## config.mk

```make
export PLATFORM = sky130hd
export DESIGN_NAME = param_sync_fifo_flat
export DESIGN_NICKNAME = d
export VERILOG_FILES = /design/src/rtl/param_sync_fifo_if.sv /design/src/rtl/param_sync_fifo.sv /design/src/flat_wrapper.sv
export SDC_FILE = /design/constraint.sdc
export NUM_CORES = 1
export LEC_CHECK = 0
export CAP_MARGIN = 0
export CORE_ASPECT_RATIO = 1.25
export CORE_MARGIN = 1.5
export CORE_UTILIZATION = 50
export DETAILED_ROUTE_END_ITERATION = 10
export PLACE_DENSITY = 0.67
export SLEW_MARGIN = 20
export SYNTH_ARGS = -nofsm -noshare
export SYNTH_HDL_FRONTEND = slang
export SYNTH_SLANG_ARGS = --single-unit
```

## constraint.sdc

```tcl
create_clock -name i_clk -period 4.13 [get_ports i_clk]
set_input_delay 0.826 -clock i_clk [delete_from_list [all_inputs] [get_ports i_clk]]
set_output_delay 0.826 -clock i_clk [all_outputs]
set_load 0.01 [all_outputs]
```

## src/rtl/param_sync_fifo_if.sv

```systemverilog
// Handshake/status bundle for param_sync_fifo.
// The producer/consumer side drives the master modport, and the FIFO uses the slave modport.
interface param_sync_fifo_if #(
  parameter int WIDTH = 8,
  parameter int DEPTH = 16
);
  localparam int CW = $clog2(DEPTH) + 1;

  logic             i_wr_en;
  logic [WIDTH-1:0] i_wr_data;
  logic             i_rd_en;
  logic             i_clr_err;
  logic [WIDTH-1:0] o_rd_data;
  logic             o_rd_valid;
  logic             o_empty;
  logic             o_full;
  logic             o_almost_full;
  logic             o_almost_empty;
  logic [CW-1:0]    o_count;
  logic             o_overflow;
  logic             o_underflow;

  modport master (
    output i_wr_en, i_wr_data, i_rd_en, i_clr_err,
    input  o_rd_data, o_rd_valid, o_empty, o_full, o_almost_full,
           o_almost_empty, o_count, o_overflow, o_underflow
  );

  modport slave (
    input  i_wr_en, i_wr_data, i_rd_en, i_clr_err,
    output o_rd_data, o_rd_valid, o_empty, o_full, o_almost_full,
           o_almost_empty, o_count, o_overflow, o_underflow
  );
endinterface

```

## src/rtl/param_sync_fifo.sv

```systemverilog
// Single-clock FIFO with wrap-bit pointers, occupancy flags and sticky error flags.
// Reads are either registered or first-word-fall-through, selected by FWFT.
module param_sync_fifo #(
  parameter int WIDTH    = 8,
  parameter int DEPTH    = 16,
  parameter int AF_LEVEL = DEPTH - 2,
  parameter int AE_LEVEL = 2,
  parameter int FWFT     = 0
) (
  input  logic               i_clk,
  input  logic               i_rst,
  param_sync_fifo_if.slave   bus
);
  localparam int AW = $clog2(DEPTH);
  localparam int CW = AW + 1;
  localparam logic [AW:0]   PTR_ONE = {{AW{1'b0}}, 1'b1};
  localparam logic [CW-1:0] CNT_ONE = {{(CW-1){1'b0}}, 1'b1};
  localparam logic [CW-1:0] CNT_ZERO = {CW{1'b0}};
  localparam logic [CW-1:0] CNT_FULL = CW'(DEPTH);
  localparam logic [CW-1:0] AF_C = CW'(AF_LEVEL);
  localparam logic [CW-1:0] AE_C = CW'(AE_LEVEL);

  logic [WIDTH-1:0] mem_q [DEPTH];
  logic [AW:0]      wr_ptr_q, wr_ptr_d, rd_ptr_q, rd_ptr_d;
  logic [CW-1:0]    count_q, count_d;
  logic [WIDTH-1:0] rd_data_q, rd_data_d;
  logic             rd_valid_q, rd_valid_d;
  logic             ovf_q, ovf_d, unf_q, unf_d;
  logic             empty_s, full_s, wr_acc_s, rd_acc_s;
  logic [WIDTH-1:0] head_s;

  assign empty_s  = (count_q == CNT_ZERO);
  assign full_s   = (count_q == CNT_FULL);
  assign wr_acc_s = bus.i_wr_en & ~full_s;
  assign rd_acc_s = bus.i_rd_en & ~empty_s;
  assign head_s   = mem_q[rd_ptr_q[AW-1:0]];

  // Next-state logic: acceptance uses the flags as they stood before the edge.
  always_comb begin
    wr_ptr_d   = wr_ptr_q;
    rd_ptr_d   = rd_ptr_q;
    count_d    = count_q;
    rd_data_d  = rd_data_q;
    rd_valid_d = 1'b0;
    if (wr_acc_s) begin
      wr_ptr_d = wr_ptr_q + PTR_ONE;
    end else begin
      wr_ptr_d = wr_ptr_q;
    end
    if (rd_acc_s) begin
      rd_ptr_d   = rd_ptr_q + PTR_ONE;
      rd_data_d  = head_s;
      rd_valid_d = 1'b1;
    end else begin
      rd_ptr_d   = rd_ptr_q;
      rd_data_d  = rd_data_q;
      rd_valid_d = 1'b0;
    end
    case ({wr_acc_s, rd_acc_s})
      2'b10:   count_d = count_q + CNT_ONE;
      2'b01:   count_d = count_q - CNT_ONE;
      default: count_d = count_q;
    endcase
    // A fresh error on the clearing edge wins over the clear.
    ovf_d = (bus.i_wr_en & full_s)  | (ovf_q & ~bus.i_clr_err);
    unf_d = (bus.i_rd_en & empty_s) | (unf_q & ~bus.i_clr_err);
  end

  // Control and output registers.
  always_ff @(posedge i_clk) begin
    if (i_rst) begin
      wr_ptr_q   <= {(AW+1){1'b0}};
      rd_ptr_q   <= {(AW+1){1'b0}};
      count_q    <= CNT_ZERO;
      rd_data_q  <= {WIDTH{1'b0}};
      rd_valid_q <= 1'b0;
      ovf_q      <= 1'b0;
      unf_q      <= 1'b0;
    end else begin
      wr_ptr_q   <= wr_ptr_d;
      rd_ptr_q   <= rd_ptr_d;
      count_q    <= count_d;
      rd_data_q  <= rd_data_d;
      rd_valid_q <= rd_valid_d;
      ovf_q      <= ovf_d;
      unf_q      <= unf_d;
    end
  end

  // Storage array; deliberately not cleared by reset.
  always_ff @(posedge i_clk) begin
    if (wr_acc_s && !i_rst) begin
      mem_q[wr_ptr_q[AW-1:0]] <= bus.i_wr_data;
    end
  end

  generate
    if (FWFT != 0) begin : g_fwft
      // Masked while empty so nothing stale shows after a reset.
      assign bus.o_rd_data  = empty_s ? {WIDTH{1'b0}} : head_s;
      assign bus.o_rd_valid = ~empty_s;
    end else begin : g_reg
      assign bus.o_rd_data  = rd_data_q;
      assign bus.o_rd_valid = rd_valid_q;
    end
  endgenerate

  assign bus.o_empty        = empty_s;
  assign bus.o_full         = full_s;
  assign bus.o_almost_full  = (count_q >= AF_C);
  assign bus.o_almost_empty = (count_q <= AE_C);
  assign bus.o_count        = count_q;
  assign bus.o_overflow     = ovf_q;
  assign bus.o_underflow    = unf_q;
endmodule

```

## src/flat_wrapper.sv

```systemverilog
// flat-port wrapper written by rule: the top's interface ports become plain ports
module param_sync_fifo_flat 
#(
  parameter int WIDTH    = 8,
  parameter int DEPTH    = 16,
  parameter int AF_LEVEL = DEPTH - 2,
  parameter int AE_LEVEL = 2,
  parameter int FWFT     = 0
)
  (i_clk, i_rst, bus_i_wr_en, bus_i_wr_data, bus_i_rd_en, bus_i_clr_err, bus_o_rd_data, bus_o_rd_valid, bus_o_empty, bus_o_full, bus_o_almost_full, bus_o_almost_empty, bus_o_count, bus_o_overflow, bus_o_underflow);
  param_sync_fifo_if #(.WIDTH(WIDTH), .DEPTH(DEPTH)) bus_i ();
  input  logic i_clk;
  input  logic i_rst;
  input wire logic [$bits(bus_i.i_wr_en)-1:0] bus_i_wr_en;
  input wire logic [$bits(bus_i.i_wr_data)-1:0] bus_i_wr_data;
  input wire logic [$bits(bus_i.i_rd_en)-1:0] bus_i_rd_en;
  input wire logic [$bits(bus_i.i_clr_err)-1:0] bus_i_clr_err;
  output wire logic [$bits(bus_i.o_rd_data)-1:0] bus_o_rd_data;
  output wire logic [$bits(bus_i.o_rd_valid)-1:0] bus_o_rd_valid;
  output wire logic [$bits(bus_i.o_empty)-1:0] bus_o_empty;
  output wire logic [$bits(bus_i.o_full)-1:0] bus_o_full;
  output wire logic [$bits(bus_i.o_almost_full)-1:0] bus_o_almost_full;
  output wire logic [$bits(bus_i.o_almost_empty)-1:0] bus_o_almost_empty;
  output wire logic [$bits(bus_i.o_count)-1:0] bus_o_count;
  output wire logic [$bits(bus_i.o_overflow)-1:0] bus_o_overflow;
  output wire logic [$bits(bus_i.o_underflow)-1:0] bus_o_underflow;
  assign bus_i.i_wr_en = bus_i_wr_en;
  assign bus_i.i_wr_data = bus_i_wr_data;
  assign bus_i.i_rd_en = bus_i_rd_en;
  assign bus_i.i_clr_err = bus_i_clr_err;
  assign bus_o_rd_data = bus_i.o_rd_data;
  assign bus_o_rd_valid = bus_i.o_rd_valid;
  assign bus_o_empty = bus_i.o_empty;
  assign bus_o_full = bus_i.o_full;
  assign bus_o_almost_full = bus_i.o_almost_full;
  assign bus_o_almost_empty = bus_i.o_almost_empty;
  assign bus_o_count = bus_i.o_count;
  assign bus_o_overflow = bus_i.o_overflow;
  assign bus_o_underflow = bus_i.o_underflow;
  param_sync_fifo #(.WIDTH(WIDTH), .DEPTH(DEPTH), .AF_LEVEL(AF_LEVEL), .AE_LEVEL(AE_LEVEL), .FWFT(FWFT)) u_core (.i_clk(i_clk), .i_rst(i_rst), .bus(bus_i));
endmodule
```

==> metrics.yaml, run 1 <==
cells_and_area:
  num_antenna_cells: 0
  syn_to_final_growth_pct: 17.3
  drive_above_1_share_pct: 22.5
  n_fill_cell: 897
  nets: 412
synth:
  synth_edf_count: 128
  netlist_top_cells_area: "edfxtp_1 62%, mux4_2 12%, dfxtp_1 7.7%"
  ys_top_cells_by_count: "128 x edfxtp_1, 37 x nor2_1, 32 x mux4_2"
  netlist_area_sq_um: 6210
  yosysSeqAreaShare_pct: 69.6
  yosysTopAreaCell: "edfxtp_1"
  synthCells: 349
  syn_area_per_cell_sq_um: 17.8
  yosys_warnings: 0
  yosysUniqueCellTypes: 46
  syn-num-nets: 370
  ys_seq_elements: 152
  synthArstFlopShare_pct: 0
  synth.most_common_cell: "edfxtp_1"
  synthFlopType: "edfxtp_1"
  synth_top_cell_area_share_pct: 61.9
global_route:
  grt_pass1_wl_um: 18500
  grt_max_degree: 34
  track_usage_pct: 20.3
  grt-ovfl-total: 0
  grt_pass1_vias: 3308
  antenna_found_initial: 0
setup_path:
  cp_data_required_time_ps: 4490
  crit_fanout: 9
  crit_path_start_kind: "primary input"
  cpMostUsedCell: "inv_1"
  critical_path_class: "in2reg"
  cp_slowest_cell: "clkdlybuf4s50_1"
  arrival_ps: 3510
  cp_num_buf_inv: 4
  critPathTopFamily: "compound AO/OA/AOI/OAI gates"
  cpPeakStageDelay_ps: 510
  end_kind: "register"
  crit_chain: "clkdlybuf4s50_1, inv_1, a31oi_2, inv_1, ha_1, xor2_1, ha_1, inv_1, nand2_1, a31o_2, a2111oi_0, a2111o_1"
clock_tree:
  clock-sinks: 152
  numCtsBuffers: 17
  clockBufferDepth: 2
  root_buffer: "clkbuf_16"
  cts_tree: "built"
  clkTransAtPathRegs_ps: 60
  hold_buffers: 0
  clock_latency_ps: 410
  cts_setup_buffers: 0
  h-tree-depth: 4
  cts_resized: 0
sta:
  fmax_ghz: 0.317
  fin_ws_ps: 978
  tightest_slew_ps: 1010
  setup_viol: 0
  maxSlewViolCount: 0
  relSlewSlack_pct: 32.1
  finClkSkew_ps: 8.05
  finalHoldViolCount: 0
  timing.setup.tns_ps: 0
  rsz0062_at_grt: "no"
  period_share_pct: 76.3
  period_needed_ps: 3150
outcome:
  outcome: "finished clean"
placed_design:
  place_congestion: 0.759
  post-dp-hpwl_um: 7390
  port_buffers: 32
  dpl_worst_slack_ps: 564
floorplanning:
  die_h_um: 128
  start_util_pct: 51.3
  fp-row-count: 45
  core_area_sq_um: 12100
  io_pins: 33
  die-area_sq_um: 13100
  chipWidth_um: 103
detailed_routing:
  vias_per_cell: 5.57
  drt_iter0_drc: 191
  drc: 0
  routedWlPerCell_um: 21.0
  ant_nets: 0
  drt_wl_total_um: 11900
  first_pass_iters: 4
  vias: 3163
hold_path:
  hold_path.class: "reg2reg"
power:
  p_leak_uw: 0.00234
  peakVddDrop_v: 0.000284
  power_density_nw_per_um2: 560
job:
  cap_violations: 0
==> cell type report <==
cell class,count,area [sq um],area share [%]
clock buffers,19,443,6.08
clock inverters,13,145,1.99
inverters,8,32.5,0.447
multi-input cells,171,1750,24.0
flip-flops and latches,152,4330,59.4
well taps,164,205,2.82
repair buffers,41,388,5.32
==> logic make-up (layout without fill, tap and decap cells) <==
group | count (synthesis) | after routing | synth area share, %
xor gates and xnor gates | 9 | 9 | 1.27
AOI/OAI and AO/OA | 24 | 24 | 3.81
buffers and inverters | 26 | 81 | 2.24
muxes | 49 | 49 | 14.3
adders and majority gates | 8 | 8 | 1.61
and+or+nand+nor | 81 | 81 | 7.09
DFF | 152 | 152 | 69.6
==> registers in the layout (all words and copies together) (netlist names) <==
register	flops
u_core.bus.o_count	5
u_core.rd_ptr_q	4
u_core.bus.o_rd_data	8
u_core.mem_q	128
u_core.bus.o_overflow	1
u_core.bus.o_underflow	1
u_core.bus.o_rd_valid	1
u_core.wr_ptr_q	4
==> path summary, 6_finish.rpt <==
check | start | endpoint | slack (ps) | cells past startpoint
worst min-delay path | u_core.bus.o_rd_data[7] | u_core.bus.o_rd_data[7] | 520 | 2
worst min register to register | u_core.bus.o_rd_data[7] | u_core.bus.o_rd_data[7] | 520 | 2
worst max-delay path | bus_i_wr_en | u_core.bus.o_count[4] | 980 | 12
worst max register to register | u_core.bus.o_count[2] | u_core.bus.o_count[4] | 1100 | 12
==> through the flow <==
step | std cells | hold slack [ps] | power, uW | utilization (%) | instance area [sq um]
global route | 568 | 557 | 4260 | 60.2 | 7290
finish | 568 | 524 | 4080 | 60.2 | 7290
floorplan | 349 | 529 | 2320 | - | 6210
global placement | 536 | 506 | 2570 | 55.3 | 6700
detailed placement | 536 | 504 | 2590 | 55.3 | 6700
CTS | 568 | 522 | 4110 | 60.2 | 7290
==> metal layers <==
layer	vias to the layer above	share of wire (%)	global-route usage [%]
met5	-	0	0
met4	0	2.2	7.98
met3	21	4.8	4.98
met2	87	53	34.1
met1	1596	40	25.2
li1	1459	-	-
==> worst reg2reg max path: cells and delay by family (launching register included) <==
kind | cells | cell delay (ps)
AND/OR/NAND/NOR | 4 | 890
flip-flops | 1 | 400
buffers and inverters | 2 | 170
XOR/XNOR | 1 | 170
AO/OA/AOI/OAI | 3 | 850
adder cells (fa/ha/maj) | 2 | 480
==> layout by cell type, fill, tap and decap left out, types with 4 or more instances in the layout <==
| cell type | n |
|---|---|
| clkdlybuf4s50_1 | 32 |
| mux2i_1 | 17 |
| o221ai_2 | 8 |
| nand2_1 | 11 |
| ha_1 | 8 |
| xor2_1 | 6 |
| edfxtp_1 | 128 |
| a21oi_1 | 7 |
| clkbuf_16 | 17 |
| dfxtp_1 | 23 |
| buf_4 | 9 |
| nor2_1 | 37 |
| clkinvlp_4 | 5 |
| inv_6 | 4 |
| inv_1 | 7 |
| nand3b_1 | 10 |
| mux4_2 | 32 |
==> power by group <==
part	internal, uW	total (uW)	switching, uW	leakage (uW)
Sequential	1750	1850	101	0.00135
Combinational	354	699	345	0.000716
Clock	912	1530	614	0.000271
(Power assumes the default switching activity.)
==> inputs of run 2 (changes only) <==
==> constraint.sdc (replaced) <==
create_clock -name i_clk -period 3 [get_ports i_clk]
set_input_delay 0.6 -clock i_clk [delete_from_list [all_inputs] [get_ports i_clk]]
set_output_delay 0.6 -clock i_clk [all_outputs]
set_load 0.01 [all_outputs]
==> run 2 against run 1 <==
Effect of this change: setup slack got worse by 730 ps; wire length is 2.6% higher; via count increased by 1.9%; first-iteration DRC count decreased by 6.3%; register-to-register slack lost 860 ps; non-clock buffer count increased by 17; cell area up 1.8%; global-route usage grew 0.74 points; sequential cell count did not move; sequential share of layout area fell by 1.0 points; critical path type is now reg2reg; cell count increased by 3.0%; die area did not move.
==> metrics.yaml, run 2 (same netlist as run 1, synthesis figures left out) <==
power:
  p_leak_uw: 0.00243  # was 0.00234 uW
  netSwitchingFraction_pct: 26.1  # was 26.0%
  clkPwrFrac_pct: 36.7  # was 37.4%
  power_density_nw_per_um2: 760  # was 560 nW/um^2
  p_int_uw: 4170  # was 3020 uW
  p_seq_share_pct: 44.8  # was 45.4%
  peakVddDrop_v: 0.000391  # was 0.000284 V
  p_sw_uw: 1470  # was 1060 uW
  p_comb_share_pct: 18.5  # was 17.1%
setup_path:
  ff2ff_setup_slack_ps: 240  # was 1100 ps
  critical_path.endpoint: "u_core.bus.o_count[4]"  # unchanged
  cp_data_required_time_ps: 3360  # was 4490 ps
  crit_fanout: 6  # was 9
  crit_path_start_kind: "register"  # was primary input
  reg2reg_depth: 12  # unchanged
  r2r_start: "u_core.bus.o_count[3]"  # was u_core.bus.o_count[2]
  startpoint: "u_core.bus.o_count[3]"  # was bus_i_wr_en
  end_kind: "register"  # unchanged
  arrival_ps: 3110  # was 3510 ps
  r2r-end: "u_core.bus.o_count[4]"  # unchanged
  critical_path_class: "reg2reg"  # was in2reg
cells_and_area:
  num_antenna_cells: 0  # unchanged
  syn_to_final_growth_pct: 19.4  # was 17.3%
  nets: 429  # was 412
  mostFrequentLayoutCell: "edfxtp_1"  # unchanged
  drive_above_1_share_pct: 25.4  # was 22.5%
  final_cell_area_sq_um: 7420  # was 7290 sq um
  largest_reg_flops: 128  # unchanged
  layout_common_cells: "128 x edfxtp_1, 37 x nor2_1, 32 x mux4_2, 32 x clkdlybuf4s50_1, 25 x buf_4"  # was 128 x edfxtp_1, 37 x nor2_1, 32 x mux4_2, 32 x clkdlybuf4s50_1, 23 x dfxtp_1
sta:
  finClkSkew_ps: 9.05  # was 8.05 ps
  finalHoldViolCount: 0  # unchanged
  period_share_pct: 91.8
  rsz0062_at_grt: "no"  # unchanged
  setup_viol: 0  # unchanged
  tightest_slew_ps: 564  # was 1010 ps
  maxSlewViolCount: 0  # unchanged
  period_needed_ps: 2760
  hold_ws_ps: 525  # was 524 ps
  relSlewSlack_pct: 62.3  # was 32.1%
  fmax_ghz: 0.363
floorplanning:
  io_pins: 33  # unchanged
  die_h_um: 128  # unchanged
  start_util_pct: 51.3  # unchanged
  die-area_sq_um: 13100  # unchanged
  core_area_sq_um: 12100  # unchanged
  chipWidth_um: 103  # unchanged
  fp-row-count: 45  # unchanged
placed_design:
  post-dp-hpwl_um: 7840  # was 7390 um
  postPlaceCellArea_sq_um: 6840  # was 6700 sq um
  place_congestion: 0.823  # was 0.759
  port_buffers: 32  # unchanged
clock_tree:
  hold_buffers: 0  # unchanged
  clkTransAtPathRegs_ps: 60  # about the same
  clock_latency_ps: 420  # was 410 ps
  numCtsBuffers: 17  # unchanged
  cts_tree: "built"  # unchanged
  root_buffer: "clkbuf_16"  # unchanged
  cts_resized: 0  # unchanged
  clockBufferDepth: 2  # unchanged
  h-tree-depth: 4  # unchanged
  clock-sinks: 152  # unchanged
  cts_setup_buffers: 0  # unchanged
detailed_routing:
  wl_met3_um: 572  # was 567 um
  vias_per_cell: 5.51  # was 5.57
  m1WireLength_um: 4780  # was 4810 um
  drt_wl_total_um: 12200  # was 11,900 um
  drc: 0  # unchanged
  wl_met2_um: 6630  # was 6270 um
  first_pass_iters: 4  # unchanged
  ant_nets: 0  # unchanged
  routedWlPerCell_um: 20.9  # was 21.0 um
  vias: 3222  # was 3,163
  top_layer: "met4"  # unchanged
  drt_iter0_drc: 179  # was 191
outcome:
  outcome: "finished clean"  # unchanged
global_route:
  grt_pass1_wl_um: 19200  # was 18,500 um
  grt_pass1_vias: 3339  # was 3,308
  grt_max_degree: 26  # was 34
  track_usage_pct: 21.0  # was 20.3%
  antenna_found_initial: 0  # unchanged
  grt-ovfl-total: 0  # unchanged
hold_path:
  hold_path.class: "reg2reg"  # unchanged
job:
  cap_violations: 0  # unchanged
run 2: cell count changes in the layout (fill, tap and decap cells not counted):
cell	previous run	this run
clkbuf_8	1	0
clkbuf_1	1	2
buf_12	0	1
a2111oi_1	0	1
a2111oi_0	1	0
buf_4	9	25
clkinvlp_4	5	3
clkinv_4	1	2
clkinv_2	0	1
run 2: metrics by stage:
stage | TNS (ps) | utilization [%] | setup slack (ps) | instances | power [uW]
CTS | 0 | 61.3 | 219 | 585 | 5690
detailed placement | -25.5 | 56.5 | -25.5 | 553 | 3620
global route | 0 | 61.3 | 72.0 | 585 | 5890
global placement | 0 | 56.5 | 81.4 | 553 | 3590
finish | 0 | 61.3 | 245 | 585 | 5640
floorplan | 0 | - | 166 | 349 | 3190
run 2: per-layer routing:
layer  vias to the layer above  global-route usage, %
met5                         -                      0
met4                         0                   8.14
met3                        17                   5.58
met2                        86                   35.8
met1                      1625                   25.4
li1                       1494                      -
run 2: how the worst min path moves through the flow:
stage / from / end / slack (ps) / cells after the start
after floorplan: u_core.wr_ptr_q[3] / u_core.wr_ptr_q[3] / 530 / 2
after global placement: u_core.bus.o_rd_data[6] / u_core.bus.o_rd_data[6] / 490 / 2
after detailed placement: u_core.bus.o_rd_data[6] / u_core.bus.o_rd_data[6] / 490 / 2
after CTS: u_core.bus.o_rd_data[6] / u_core.bus.o_rd_data[6] / 520 / 2
after global routing: u_core.bus.o_rd_data[7] / u_core.bus.o_rd_data[7] / 570 / 2
final: u_core.bus.o_rd_data[6] / u_core.bus.o_rd_data[6] / 530 / 2
run 2: power by group through the flow:
stage	Clock, uW	Sequential [uW]	Combinational, uW
2_1_floorplan	0	2570	624
3_3_place_gp	0	2570	1020
6_report	2070	2530	1040
4_1_cts	2100	2530	1050
5_1_grt	2210	2540	1140
3_5_place_dp	0	2570	1050
run 2: area by class of cell:
class                      count  area (sq um)
inverter                       8          32.5
clock inverter                13           144
clock buffer                  19           433
sequential                   152          4330
tap                          164           205
fill                         906          4690
timing repair buffer          58           528
multi-input combinational    171          1750
run 2: critical path: stages (launching register included):
cell and delay (ps):
dfxtp_1 360, or3_4 370, nor3_4 150, nand2b_4 170, inv_4 60, ha_1 210, xor2_1 150, ha_1 200
inv_1 110, nand2_1 70, a31o_2 260, a2111oi_1 460, a2111o_1 140
==> inputs of run 3 (changes only) <==
--- a/config.mk
+++ b/config.mk
@@ -15,3 +15,4 @@
 export SYNTH_ARGS = -nofsm -noshare
 export SYNTH_HDL_FRONTEND = slang
 export SYNTH_SLANG_ARGS = --single-unit
+export TNS_END_PERCENT = 30
==> results of run 3 <==
Same layout as run 2: the final DEF is identical, and so are final timing and power.
